--- config.mk ---
export PLATFORM = sky130hd
export DESIGN_NAME = mem_arbiter
export DESIGN_NICKNAME = d
export VERILOG_FILES = /design/src/rtl/mem_arb_pkg.sv /design/src/rtl/mem_arbiter.sv
export SDC_FILE = /design/constraint.sdc
export NUM_CORES = 1
export LEC_CHECK = 0
export CAP_MARGIN = 0
export CORE_AREA = 3 3 65 67
export CTS_BUF_LIST = sky130_fd_sc_hd__clkbuf_8
export CTS_CLUSTER_SIZE = 20
export DETAILED_ROUTE_END_ITERATION = 12
export DIE_AREA = 0 0 68 70
export HOLD_SLACK_MARGIN = 0.15
export PLACE_DENSITY_LB_ADDON = 0.12
export SETUP_SLACK_MARGIN = 0.2
export SYNTH_ARGS = -nofsm -noshare
export SYNTH_HDL_FRONTEND = slang
export SYNTH_SLANG_ARGS = --single-unit
--- constraint.sdc ---
create_clock -name clock -period 2.8 [get_ports clock]
set_input_delay 0.56 -clock clock [delete_from_list [all_inputs] [get_ports clock]]
set_output_delay 0.56 -clock clock [all_outputs]
set_load 0.005 [all_outputs]
--- src/rtl/mem_arb_pkg.sv ---
// Shared definitions for the memory arbiter.
// Contents: state encoding (IDLE/ISSUE/RESP, 3 is illegal), owner encoding
// (OWN_CPU/OWN_DBG) and the default address/data widths.
package mem_arb_pkg;

    localparam int unsigned DEF_AW = 8;
    localparam int unsigned DEF_DW = 8;

    typedef logic [1:0] state_t;

    localparam state_t IDLE  = 2'd0;
    localparam state_t ISSUE = 2'd1;
    localparam state_t RESP  = 2'd2;

    localparam logic OWN_CPU = 1'b0;
    localparam logic OWN_DBG = 1'b1;

endpackage

--- src/rtl/mem_arbiter.sv ---
// Two-requester arbiter for the single-port synchronous memory.
// Every access runs accept (IDLE) -> ISSUE (strobe) -> RESP (ack), three cycles.
// Ties are settled round-robin on last_dbg; CPU wins the first tie after reset.
// Ports:
//   clock, reset              : clock and synchronous active-high reset
//   cpu_* / dbg_*             : req/we/addr/wdata in, ack pulse and rdata out per requester
//   mem_addr/wdata/re/we      : memory macro command side
//   mem_rdata                 : memory read data, valid the cycle after mem_re
//   ostate                    : current state for debug display
module mem_arbiter
    import mem_arb_pkg::*;
#(
    parameter int unsigned AW = DEF_AW,
    parameter int unsigned DW = DEF_DW
) (
    input  logic          clock,
    input  logic          reset,
    input  logic          cpu_req,
    input  logic          cpu_we,
    input  logic [AW-1:0] cpu_addr,
    input  logic [DW-1:0] cpu_wdata,
    output logic          cpu_ack,
    output logic [DW-1:0] cpu_rdata,
    input  logic          dbg_req,
    input  logic          dbg_we,
    input  logic [AW-1:0] dbg_addr,
    input  logic [DW-1:0] dbg_wdata,
    output logic          dbg_ack,
    output logic [DW-1:0] dbg_rdata,
    output logic [AW-1:0] mem_addr,
    output logic [DW-1:0] mem_wdata,
    output logic          mem_re,
    output logic          mem_we,
    input  logic [DW-1:0] mem_rdata,
    output logic [1:0]    ostate
);

    state_t        state_q, state_d;
    logic          last_dbg_q;
    logic          owner_q;
    logic          we_q;
    logic [AW-1:0] addr_q;
    logic [DW-1:0] wdata_q;
    logic [DW-1:0] cpu_rdata_q, dbg_rdata_q;

    logic accept;
    logic grant_dbg;
    logic resp_read;

    // Debug wins when alone, or on a tie when the CPU had the previous grant.
    assign grant_dbg = dbg_req & (~cpu_req | ~last_dbg_q);
    assign accept    = (state_q == IDLE) & (cpu_req | dbg_req);
    assign resp_read = (state_q == RESP) & ~we_q;

    // State register
    always_ff @(posedge clock) begin
        if (reset) begin
            state_q <= IDLE;
        end else begin
            state_q <= state_d;
        end
    end

    // Next-state logic
    always_comb begin
        state_d = state_q;
        case (state_q)
            IDLE:    state_d = (cpu_req | dbg_req) ? ISSUE : IDLE;
            ISSUE:   state_d = RESP;
            RESP:    state_d = IDLE;
            default: state_d = IDLE;
        endcase
    end

    // Transaction latches and per-requester read data
    always_ff @(posedge clock) begin
        if (reset) begin
            last_dbg_q  <= 1'b1;
            owner_q     <= OWN_CPU;
            we_q        <= 1'b0;
            addr_q      <= '0;
            wdata_q     <= '0;
            cpu_rdata_q <= '0;
            dbg_rdata_q <= '0;
        end else begin
            if (accept) begin
                owner_q    <= grant_dbg ? OWN_DBG : OWN_CPU;
                last_dbg_q <= grant_dbg;
                we_q       <= grant_dbg ? dbg_we    : cpu_we;
                addr_q     <= grant_dbg ? dbg_addr  : cpu_addr;
                wdata_q    <= grant_dbg ? dbg_wdata : cpu_wdata;
            end
            if (resp_read && owner_q == OWN_CPU) cpu_rdata_q <= mem_rdata;
            if (resp_read && owner_q == OWN_DBG) dbg_rdata_q <= mem_rdata;
        end
    end

    // Outputs, decoded from registered state only. Read data is forwarded
    // from the memory during RESP so it is valid together with ack.
    always_comb begin
        mem_addr  = addr_q;
        mem_wdata = wdata_q;
        mem_re    = 1'b0;
        mem_we    = 1'b0;
        cpu_ack   = 1'b0;
        dbg_ack   = 1'b0;
        cpu_rdata = cpu_rdata_q;
        dbg_rdata = dbg_rdata_q;
        ostate    = state_q;
        case (state_q)
            ISSUE: begin
                mem_we = we_q;
                mem_re = ~we_q;
            end
            RESP: begin
                cpu_ack = (owner_q == OWN_CPU);
                dbg_ack = (owner_q == OWN_DBG);
                if (!we_q && owner_q == OWN_CPU) cpu_rdata = mem_rdata;
                if (!we_q && owner_q == OWN_DBG) dbg_rdata = mem_rdata;
            end
            default: ;
        endcase
    end

endmodule
==> run metrics, run 1 <==
worst hold path type=register to register; Die H=70 um; maximum vdd drop=387 uV; Mapped Avg Cell Area=approximately 9.4 um2; fin cells=approximately 300; leak pwr=1.09 nW; CTS Root Cell=clkbuf_8; standard-cell row count=22; Area contributors post-synth=dfxtp_1 46%, mux2_2 11%, a311oi_1 9.2%, nand2_1 8.3%, a21oi_1 5.6%; CTS Buf Count=5; RSZ-0062 raised after global routing=false; number of synthesized flops with an enable pin=0; CP arrival=1.95 ns; FFs w/ async S/R, synth=0%; fin crit period=2.51 ns; Fmax achieved=398 MHz; Slew headroom=54.8%; Die ar.=0.00476 mm2; share of cells above drive strength 1=between 10% and 20%; placed cell area=about 0.0025 mm2; Yosys reg bits=37; IO Pins=84; Initial Util=a little over two fifths; Hold Vio Cnt, Final=0; Compound-Gate Fraction of Synth Area=17.3%; Detailed Place HPWL=just under 3 mm; core area=~0.0037 mm2; area of the multi-input gates=808 um2; Routed WL per cell=between 10 and 15 um; DR vias=1502; Simple-Gate Fraction of Synth Area=21.1%; vias per cell=4.94; pin count of the biggest net entering global routing=38; Synth Area in XOR/XNOR=0%; register area=748 um2; Overall Power=~1.4 mW; crit path kind=register to output pin; FILL cells=309; clk_skew=roughly 0.0086 ns; setup TNS=0 ns; DRC=0; GP Congestion=0.676; clock tree sinks=37; Warnings, synthesis=0; Max Cap Violations=0; Tcrit/Tclk final=89.8%; Pwr per Cell Area=513 mW/mm2; Main synth FF type=dfxtp_1; Mapped Area=around 0.0016 mm2; R2R depth=4; Adder-Cell Fraction of Synth Area=0%; All-Layer GR Usage=18.0%; Synth top area share=45.7%; vias in the first global route=1519; H-tree depth=2; PortBufs=83; Clk pin slew, worst setup/hold paths=roughly 0.08 ns; Commonest cells post-synth=37 x dfxtp_1, 36 x nand2_1, 18 x a21oi_1; Layout Nets=301; synth unique cells=22; ant diodes=0; Worst Setup End Kind=output pin; Critical Path RT=2.24 ns; largest family of logic cells by synthesized area=simple AND/OR/NAND/NOR gates; Hold WS=0.516 ns; crit path max fanout=8; Startpoint Class=register; Hold Crit Depth=2; CTS tree=built; first-pass GRT wire length=6.80 mm; final wirelength=roughly 4.2 mm; post-synthesis cell count=172; antenna viol nets, final=0; initial antenna violation count=0; synthesis-to-layout area growth=62.6%; grt total ovfl=0; worst slew pin tran=a little under 0.7 ns; count leader, synth=dfxtp_1; clk_lat worst skew=0.28 ns; chip width=68 um; cell taking the most area after synthesis=dfxtp_1; Post-Syn Nets=218; Seq/Total Area, Yosys=45.7%; Starting DRT DRC Count=66; first-pass detailed-route iteration total=4; placed instance count=between 200 and 300; fin. max-slew vios=0; # setup viols final=0; post-synthesis mux area share=between 10% and 20%; design area=0.00264 mm2; Clock Tree Buf Depth=2; status=finished clean
==> path summary, 6_finish.rpt <==
check / from / endpoint / slack, ns
worst max-delay path: we_q / dbg_rdata[1] / 0.29
worst min-delay path: mem_wdata[2] / mem_wdata[2] / 0.52
worst max register to register: ostate[0] / mem_addr[3] / 1.09
worst min register to register: mem_wdata[2] / mem_wdata[2] / 0.52
==> per-layer routing <==
layer  part of all wire [%]  track usage (%)
met1                     42             20.7
met2                     49             31.3
met3                    9.1             7.40
met4                      0             2.65
met5                      0                0
==> cell type report <==
type	count	share of cell area (%)
Clock buffer	6	3.13
Clock inverter	2	1.42
Inverter	1	0.142
Multi-Input combinational cell	120	30.7
Sequential cell	37	28.4
Tap cell	48	2.28
Timing Repair Buffer	90	34.0
==> flip-flops by register name (all words and copies together), names as in the netlist <==
name         cells
dbg_rdata_q      8
mem_addr         8
ostate           2
we_q             1
owner_q          1
last_dbg_q       1
cpu_rdata_q      8
mem_wdata        8
==> power by group <==
| group | switching, mW | total, mW | internal [mW] |
|---|---|---|---|
| combinational | 0.110 | 0.289 | 0.178 |
| clock | 0.183 | 0.472 | 0.289 |
| sequential | 0.0260 | 0.591 | 0.565 |
==> repair_timing <==
action,CTS,global route
hold endpoints to repair,0,0
setup endpoints to repair,9,14
hold buffers,0,0
resized for setup,2,7
buffers inserted,0,1
pin swaps,0,1
==> critical path: stages, from the launching register on <==
cell and delay, ns:
dfxtp_2 0.36, nor4bb_2 0.28, buf_4 0.22, mux2_2 0.35, clkdlybuf4s50_1 0.46
==> logic make-up after synthesis <==
kind of cell	after synthesis
mux	16
compound gates	39
simple gates	65
buf+inv	15
flops	37
==> metrics by stage <==
step / util (%) / setup slack (ns)
floorplan: - / 1.03
global placement: 67.5 / 0.492
detailed placement: 67.5 / 0.498
CTS: 70.9 / 0.209
global route: 71.4 / 0.197
finish: 71.4 / 0.285
==> layout by cell type (no fill, tap or decap), types with 4 or more instances in the layout <==
master / n
clkdlybuf4s50_1: 80
nor2_1: 4
dfxtp_1: 33
buf_4: 6
mux2_2: 16
nand2_1: 36
clkbuf_8: 6
nor2b_1: 10
a311oi_1: 17
a21oi_1: 18
and2b_1: 8
Note: power is estimated with default switching activity, not from simulation.
==> inputs of run 2 (changes only) <==
ABC_CLOCK_PERIOD_IN_PS = 2800   (was default)
==> results of run 2 <==
Final layout, timing and power as in run 1 (identical DEF).
